[config.mk]
export PLATFORM = sky130hd
export DESIGN_NAME = somma_1bit
export DESIGN_NICKNAME = d
export VERILOG_FILES = /design/src/rtl/somma_1bit.sv
export SDC_FILE = /design/constraint.sdc
export NUM_CORES = 1
export LEC_CHECK = 0
export BUFFER_PORTS_ARGS = -buffer_cell sky130_fd_sc_hd__buf_2
export CELL_PAD_IN_SITES_DETAIL_PLACEMENT = 0
export CELL_PAD_IN_SITES_GLOBAL_PLACEMENT = 2
export CORE_MARGIN = 10
export CORE_UTILIZATION = 28
export CTS_BUF_LIST = sky130_fd_sc_hd__clkbuf_4 sky130_fd_sc_hd__clkbuf_8
export CTS_CLUSTER_SIZE = 8
export DETAILED_ROUTE_END_ITERATION = 8
export GPL_TIMING_DRIVEN = 1
export PLACE_DENSITY = 0.73
export SYNTH_ARGS = -nofsm -noshare
export SYNTH_HDL_FRONTEND = slang
export SYNTH_SLANG_ARGS = --single-unit
[constraint.sdc]
create_clock -name clk -period 1.25 [get_ports clk]
set_input_delay 0.25 -clock clk [delete_from_list [all_inputs] [get_ports clk]]
set_output_delay 0.25 -clock clk [all_outputs]
set_load 0.02 [all_outputs]
[src/rtl/somma_1bit.sv]
// Unsigned modulo adder with registered side-band copies and a saturating carry counter.
// Optional: define SOMMA_PARITY_EN to add parity / parity_q outputs.
module somma_1bit #(
    parameter int unsigned WIDTH = 1,
    parameter int unsigned CNT_W = 8
) (
    input  logic             clk,
    input  logic             rst,
    input  logic [WIDTH-1:0] n1,
    input  logic [WIDTH-1:0] n2,
    output logic [WIDTH-1:0] out,
    output logic             cout,
    output logic [WIDTH-1:0] out_q,
    output logic             cout_q,
`ifdef SOMMA_PARITY_EN
    output logic             parity,
    output logic             parity_q,
`endif
    output logic [CNT_W-1:0] ovf_cnt
);

    localparam logic [CNT_W-1:0] CNT_MAX = '1;

    logic [WIDTH:0]   carry;
    logic [WIDTH-1:0] sum;

    // Ripple-carry chain; kept clock- and reset-independent so the sum works with clk idle.
    always_comb begin
        carry    = '0;
        sum      = '0;
        for (int i = 0; i < int'(WIDTH); i++) begin
            sum[i]     = n1[i] ^ n2[i] ^ carry[i];
            carry[i+1] = (n1[i] & n2[i]) | (carry[i] & (n1[i] ^ n2[i]));
        end
    end

    assign out  = sum;
    assign cout = carry[WIDTH];

    always_ff @(posedge clk or posedge rst) begin
        if (rst) begin
            out_q  <= '0;
            cout_q <= 1'b0;
        end else begin
            out_q  <= out;
            cout_q <= cout;
        end
    end

    // Overflow event counter sticks at all-ones rather than wrapping.
    always_ff @(posedge clk or posedge rst) begin
        if (rst) begin
            ovf_cnt <= '0;
        end else if (cout && (ovf_cnt != CNT_MAX)) begin
            ovf_cnt <= ovf_cnt + CNT_W'(1);
        end
    end

`ifdef SOMMA_PARITY_EN
    assign parity = ^out;

    always_ff @(posedge clk or posedge rst) begin
        if (rst) begin
            parity_q <= 1'b0;
        end else begin
            parity_q <= parity;
        end
    end
`endif

endmodule

Word level (Yosys, flattened, before mapping)
Index checks and enable logic that the tools add are counted.

Output and inout port bits: 12. Word-level logic and storage cells: 8. Register bits: 10. Input port bits: 4. Memories kept: 0. Bits in latches: 0. ROM bits: 0. RAM bits: 0.

Shifts and indexed selects: 0. Add/sub/neg operators: 1. Order comparisons: 0. Bitwise logic cells: 2. Multiplexer cells: 0. Multiply operators: 0. Div/mod/pow operators: 0. Reductions and logical operators: 1. Equal/unequal tests: 1.

Operator list (count): 8-bit by 1-bit adder with 8-bit output (second input constant) (1); 8-bit != test (second input constant) (1); 1-bit bitwise AND (1); 1-bit logical AND (1); 1-bit bitwise XOR (1).

Logic depth before layout (Yosys ltp)
Gate-level depths: netlist (run 1).

Depth in word-level cells: 2. Depth in mapped cells: 4. Gate-level depth less buffers: 4.

Worst setup path before layout (run 1)
Ideal clock, no wire load.

Kind: flip-flop to flip-flop. Start: register ovf_cnt[0]. End: register ovf_cnt[1]. Data required time: 1.125 ns. Setup time: 0.125 ns. Buffers on the path: 0. Slack: -0.276 ns. Data arrival time: 1.401 ns. Stages on the path, launching flop included: 5. Path through: dfrtp_1 ha_1 nand2_1 o31ai_4 mux2_4.

Cells in the longest elaborated chain, start to end: 2. Elaborated cells between the ends (all ways): 3. Classes of those cells: 1 x add/sub; 1 x eq/ne; 1 x reduce/logical.

RTL lines: start: declaration (line 19) `output logic [CNT_W-1:0] ovf_cnt`; start signal: assignment (line 55) `ovf_cnt <= ovf_cnt + CNT_W'(1);`; parallel branches: the longest is 2 deep, another holds 8-bit by 1-bit adder with 8-bit output.

Parallel ways; which one is timed is not known. A chain may end at the register's enable or synchronous reset.

Worst setup path after layout (run 1)
Start: register ovf_cnt[1]. End: register ovf_cnt[1].

The elaborated chain is that of the path after synthesis.

==> key figures, run 1 <==
Place
  – Hpwl dp: around 1000 um
  – GPL Wtd Cong: 0.742
  – IO Port Bufs: 15
  – Placed instance area: 734 um2

STA
  – Rel. slew slack: around three quarters
  – Setup slack after layout: -0.0655 ns
  – Final hold viol count: 0
  – Fmax: ~0.76 GHz
  – Max Slew Vio Count: 0
  – Final Cycle Share: 105%
  – Setup violations, final: 4
  – Tmin final: about 1.3 ns
  – Tightest Pin Transition: 0.404 ns
  – Worst Skew: roughly 0.0037 ns
  – Unrepaired setup endpoints after global routing: true

Clock tree
  – CTS Buffer Depth: 2
  – Root buf cell: clkbuf_4
  – Clock transition at path regs: about 0.07 ns
  – TritonCTS clock tree: yes
  – CTS buffer count: 3
  – # H-tree levels: 1
  – CTS sink cnt: 10
  – Worst skew pair latency: ~0.27 ns

Route
  – 1st-iter DRT viols: 6
  – WL per Instance: approximately 15 um
  – Drt via density: between 5 and 6
  – Residual DRC count: 0
  – Initial DRT Pass Iterations: 4
  – DR vias: 486
  – Total routed wirelength: around 1500 um
  – Routed Antenna Nets: 0

Floorplanning
  – Die area: around 3800 um2
  – Initial Utilization: between 30% and 40%
  – IO Count: 16
  – Die width: 61.4 um
  – Core area: 1560 um2
  – Die extent in y: just over 60 um
  – # rows: 14

Setup path
  – CP delay by family, top: flip-flops
  – Worst path cell trace: ha_4, nand2_4, o31ai_4, mux2_4
  – Critical path buffers and inverters: 0
  – Slowest CP cell: dfrtp_2
  – Crit Path Class: reg -> reg
  – Worst-path fanout max: 4
  – Reg2Reg Setup Slack: -0.07 ns
  – Startpoint types: flip-flop
  – Slowest stage delay, CP: roughly 0.42 ns
  – Worst Path Arrival: roughly 1.5 ns
  – CP required: 1.41 ns
  – CP endpoint kind: flip-flop

Layout
  – Share of post-route cells with drive strength above 1: around 70%
  – Finished Cell Area: just under 900 um2
  – Syn-to-layout area delta: 86.2%
  – Nets: 87
  – Antenna Cells: 0

Min path
  – Hold Path Class: in -> reg

Global route
  – Vias in the first global route: 489
  – Total gr overflow: 0
  – Total track usage: under 10%
  – First-pass GRT wire length: between 2000 and 2500 um
  – Initial antenna violation count: 0
  – Largest net degree at the start of global routing: 11

Power and ir drop
  – Peak supply drop: around 0.0012 V
  – PwrDens: approximately 2300 nW/um2
  – Static leakage: about 0.41 nW
  – Total Power: 2.06 mW

Synth
  – Top-area cell type share of the netlist area: about 52%
  – Post-synth top area cell: dfrtp_1
  – Mapped Area: 479 um2
  – Syn avg cell area: around 12 um2
  – Synthesis warning total: 0
  – Yosys reg bits: 10
  – Cells after Synth: slightly above 40
  – Seq/Total Area, Yosys: 52.2%
  – Area contributors post-synth: dfrtp_1, ha_1, o31ai_4
  – Post-synthesis net count: between 40 and 50
  – Distinct cell type count after synthesis: 23

Outcome
  – Status: finished, violations left
  – Violated checks: setup timing

Job
  – Max cap viols: 0
-- worst paths after layout --
kind                                         from                endpoint  cells past startpoint
max in group asynchronous                     rst  ovf_cnt[5]$_DFFE_PP0P_                      3
setup / recovery           ovf_cnt[1]$_DFFE_PP0P_  ovf_cnt[1]$_DFFE_PP0P_                      4
setup reg to reg           ovf_cnt[1]$_DFFE_PP0P_  ovf_cnt[1]$_DFFE_PP0P_                      4
min in group asynchronous                     rst        cout_q$_DFF_PP0_                      3
hold / removal                                 n2         out_q$_DFF_PP0_                      2
hold reg to reg            ovf_cnt[5]$_DFFE_PP0P_  ovf_cnt[5]$_DFFE_PP0P_                      1
-- cell usage after synthesis (all sizes together) --
master and number:
a21oi 2, o21bai 1, xnor2 1, o21a 1
ha 2, and4 1, a311oi 2, mux2 2
o31ai 1, nand3 3, inv 2, nor3 1
a41oi 1, a31oi 2, nand2 4, nand4 1
nor2 1, dfrtp 10, nor2b 1, a21boi 1
and3 1
-- cell families after synthesis --
| family | after synthesis | synth area share [%] |
|---|---|---|
| mux | 2 | 5.48 |
| compound gates | 11 | 19.3 |
| buf+inv | 2 | 1.57 |
| flops | 10 | 52.2 |
| simple gates | 13 | 14.4 |
| fa+ha+maj | 2 | 5.22 |
| xor+xnor | 1 | 1.83 |
-- worst register-to-register path, cell delays in order, from the launching register on --
cell,delay (ns)
dfrtp_2,0.42
ha_4,0.19
nand2_4,0.06
o31ai_4,0.21
mux2_4,0.32
-- where the power goes --
part	internal (mW)	leakage (nW)	switching (mW)	total, mW
combinational	0.625	0.276	0.558	1.18
sequential	0.453	0.116	0.127	0.580
clock	0.177	0.0210	0.122	0.299
-- registers in the layout, indices dropped and copies added, names as in the netlist --
name and count:
ovf_cnt 8, cout_q 1, out_q 1
-- cells in the final DEF (no fill, tap or decap) --
master and n:
a311oi_2 1, clkbuf_8 1, nand3_1 3, inv_1 2
o31ai_4 1, and4_4 1, nand2_1 2, and3_1 1
ha_4 2, a31oi_4 1, mux2_4 2, o21a_1 1
buf_2 9, nor3_2 1, a311oi_1 1, dlygate4sd3_1 1
a21oi_1 2, nand2_2 1, nor2_1 1, buf_4 16
clkbuf_4 3, a31oi_1 1, a21boi_1 1, nand2_4 1
buf_6 9, o21bai_1 1, nor2b_1 1, nand4_1 1
dfrtp_2 6, xnor2_2 1, a41oi_1 1, dfrtp_1 4
-- what timing repair did --
item	in CTS	in global routing
setup endpoints to repair	5	12
pin swaps	1	3
gates resized for setup	10	15
hold endpoints to repair	10	0
buffers inserted	2	1
hold buffers	1	0
-- stage by stage --
stage                     setup WS [ns]  TNS [ns]  utilization [%]  cells  hold slack, ns
final                           -0.0655    -0.162             57.2     96           0.229
after global routing            -0.0984    -0.352             57.2     96           0.219
after CTS                       -0.0485   -0.0524             52.8     95           0.224
after detailed placement         -0.122    -0.282             47.1     89           0.257
after global placement           -0.106    -0.211             47.1     89           0.257
after floorplan                  -0.125    -0.147                -     41          0.0898
-- layout make-up --
cell class	count	area, um2
Timing Repair Buffer	35	277
Multi-Input combinational cell	29	294
Tap cell	16	20.0
Inverter	2	7.51
Clock buffer	4	36.3
Fill cell	142	667
Sequential cell	10	258
-- routing by layer --
metal / wire (um) / global-route usage (%) / share of wire [%]
met2: 726 / 14.2 / 50
met5: 0 / 0 / 0
met3: 93 / 4.73 / 6.4
met1: 632 / 8.84 / 43
met4: 5 / 0.955 / 0.34
No activity file was read; power rests on OpenSTA's default activity.
==> run 2: changes to the inputs <==
--- a/config.mk
+++ b/config.mk
@@ -8,10 +8,9 @@
 export BUFFER_PORTS_ARGS = -buffer_cell sky130_fd_sc_hd__buf_2
 export CELL_PAD_IN_SITES_DETAIL_PLACEMENT = 0
 export CELL_PAD_IN_SITES_GLOBAL_PLACEMENT = 2
-export CORE_MARGIN = 10
+export CORE_MARGIN = 5
 export CORE_UTILIZATION = 28
 export CTS_BUF_LIST = sky130_fd_sc_hd__clkbuf_4 sky130_fd_sc_hd__clkbuf_8
-export CTS_CLUSTER_SIZE = 8
 export DETAILED_ROUTE_END_ITERATION = 8
 export GPL_TIMING_DRIVEN = 1
 export PLACE_DENSITY = 0.73
==> run 2 against run 1 <==
  * The run still ends with setup timing left
  * Count of clock-buffer cells in the layout unchanged
  * Maximum frequency rose by 4.4%
  * Design area decreased by 1.4%
  * Die area fell by 30%
  * Cell count is 3.1% higher
  * Core utilization down 4.6 points
  * Global-route usage increased by 2.2 points
  * Highest routed layer is now met3
  * Power grew 0.61%
  * Worst setup slack better by 0.055 ns
  * First-iteration DRC count is 50% higher
==> key figures, run 2 (synthesized netlist as in run 1, its figures left out) <==
Power and ir drop
  – Total Power: 2.07 mW (was 2.06 mW)
  – Static leakage: 0.416 nW (was 0.413 nW)
  – PwrDens: 2360 nW/um2 (was 2310 nW/um2)
  – Peak supply drop: 0.00111 V (was 0.00121 V)

Layout
  – Largest regs: ovf_cnt: 8 flops, cout_q: 1 flops, out_q: 1 flops (unchanged)
  – Finished Cell Area: 880 um2 (was 892 um2)
  – Share of post-route cells with drive strength above 1: 69.5% (was 70.0%)
  – Antenna Cells: 0 (unchanged)
  – Most frequent cells in the layout: buf_4, buf_2, buf_6, dfrtp_2, dfrtp_1 (unchanged)
  – Most common cell after layout, fill and taps aside: buf_4 (unchanged)
  – Syn-to-layout area delta: 83.6% (was 86.2%)
  – Nets: 89 (was 87)
  – Biggest register: ovf_cnt (unchanged)
  – Max reg flops: 8 (unchanged)
  – Layout Cells excl Fill: 99 (was 96)

Setup path
  – RR Startpoint: ovf_cnt[7]$_DFFE_PP0P_ (was ovf_cnt[1]$_DFFE_PP0P_)
  – CP required: 1.41 ns (about the same)
  – Crit Path Class: reg -> reg (unchanged)
  – Worst R2R Path Depth: 3 (was 4)
  – Startpoint types: flip-flop (unchanged)
  – Reg2Reg Setup Slack: -0.01 ns (was -0.07 ns)
  – Critical path origin: ovf_cnt[7]$_DFFE_PP0P_ (was ovf_cnt[1]$_DFFE_PP0P_)
  – Worst Path Arrival: 1.42 ns (was 1.47 ns)
  – Worst-path fanout max: 4 (unchanged)
  – CP endpoint kind: flip-flop (unchanged)
  – Capture point of the worst reg-to-reg path: ovf_cnt[1]$_DFFE_PP0P_ (unchanged)
  – Worst Setup EP: ovf_cnt[1]$_DFFE_PP0P_ (unchanged)

STA
  – Worst Skew: 0.00739 ns (was 0.00369 ns)
  – Max Slew Vio Count: 0 (unchanged)
  – Setup TNS: -0.0105 ns (was -0.162 ns)
  – Setup violations, final: 1 (was 4)
  – Unrepaired setup endpoints after global routing: true (unchanged)
  – Fmax: 0.793 GHz (was 0.760 GHz)
  – Tightest Pin Transition: 0.398 ns (was 0.404 ns)
  – Tmin final: 1.26 ns (was 1.32 ns)
  – Final hold viol count: 0 (unchanged)
  – Hold WS: 0.227 ns (was 0.229 ns)
  – Setup slack after layout: -0.0105 ns (was -0.0655 ns)
  – Rel. slew slack: 73.4% (was 73.0%)
  – Final Cycle Share: 101% (was 105%)

Place
  – Post-Place Cells: 85 (was 89)
  – Hpwl dp: 918 um (was 1010 um)
  – Placed instance area: 698 um2 (was 734 um2)
  – GPL Wtd Cong: 0.783 (was 0.742)
  – IO Port Bufs: 15 (unchanged)

Job
  – Max cap viols: 0 (unchanged)

Floorplanning
  – Die width: 51.4 um (was 61.4 um)
  – Die extent in y: 51.4 um (was 61.4 um)
  – Initial Utilization: 28.7% (was 30.7%)
  – IO Count: 16 (unchanged)
  – Die area: 2640 um2 (was 3770 um2)
  – Core area: 1670 um2 (was 1560 um2)
  – # rows: 15 (was 14)

Min path
  – Hold Path Class: in -> reg (unchanged)

Route
  – Residual DRC count: 0 (unchanged)
  – Routed Antenna Nets: 0 (unchanged)
  – Initial DRT Pass Iterations: 4 (unchanged)
  – 1st-iter DRT viols: 9 (was 6)
  – Drt via density: 4.98 (was 5.06)
  – Total routed wirelength: 1330 um (was 1460 um)
  – WL per Instance: 13.4 um (was 15.2 um)
  – DR vias: 493 (was 486)

Outcome
  – Violated checks: setup timing (unchanged)
  – Status: finished, violations left (unchanged)

Clock tree
  – CTS buffer count: 3 (unchanged)
  – Worst skew pair latency: 0.27 ns (about the same)
  – TritonCTS clock tree: yes (unchanged)
  – Clock transition at path regs: 0.07 ns (about the same)
  – Root buf cell: clkbuf_4 (unchanged)
  – CTS sink cnt: 10 (unchanged)
  – CTS Buffer Depth: 2 (unchanged)
  – # H-tree levels: 1 (unchanged)

Global route
  – First-pass GRT wire length: 2050 um (was 2260 um)
  – Vias in the first global route: 477 (was 489)
  – Initial antenna violation count: 0 (unchanged)
  – Largest net degree at the start of global routing: 11 (unchanged)
  – Total gr overflow: 0 (unchanged)
  – Total track usage: 10.4% (was 8.23%)
[run 2: repair_timing]
action	in CTS	in global routing
resized for setup	9	11
hold buffers	1	0
setup buffers	4	5
pin swaps	6	5
hold endpoints to repair	10	0
setup endpoints to repair	6	13
[run 2: final cells by class]
| type | instances | area (um2) |
|---|---|---|
| Clock buffer | 4 | 36.3 |
| Sequential cell | 10 | 258 |
| Timing Repair Buffer | 37 | 280 |
| Inverter | 2 | 7.51 |
| Fill cell | 150 | 791 |
| Tap cell | 17 | 21.3 |
| Multi-Input combinational cell | 29 | 277 |
[run 2: through the flow]
| stage | util [%] | worst slack, ns |
|---|---|---|
| 2_1_floorplan | - | -0.125 |
| 3_3_place_gp | 41.8 | -0.107 |
| 3_5_place_dp | 41.8 | -0.104 |
| 4_1_cts | 48.2 | -0.0577 |
| 5_1_grt | 52.7 | -0.0468 |
| 6_report | 52.7 | -0.0105 |
[run 2: worst min path at each step]
stage	cells after the start	from	to	slack, ns
floorplan	1	rst	cout_q$_DFF_PP0_	0.09
global placement	2	rst	ovf_cnt[7]$_DFFE_PP0P_	0.25
detailed placement	2	rst	out_q$_DFF_PP0_	0.25
CTS	2	n2	out_q$_DFF_PP0_	0.22
global route	2	n2	out_q$_DFF_PP0_	0.22
finish	2	n2	out_q$_DFF_PP0_	0.23
[run 2: power breakdown]
group          switching [mW]  internal [mW]
clock                   0.118          0.177
combinational           0.555          0.656
sequential              0.114          0.453
[run 2: layer usage]
metal  track usage [%]  wire length (um)  share of wire (%)  vias to the layer above
met3              2.62                32                2.4                        0
met1              12.9               613                 46                      247
met5                 0                 0                  0                        -
met4              4.80                 0                  0                        0
li1                  -                 -                  -                      238
met2              16.7               681                 51                        8
[run 2: worst max-delay path: stages (launching register included)]
cell and delay [ns]:
dfrtp_1 0.39, nand3_1 0.16, o31ai_4 0.28, mux2_4 0.32
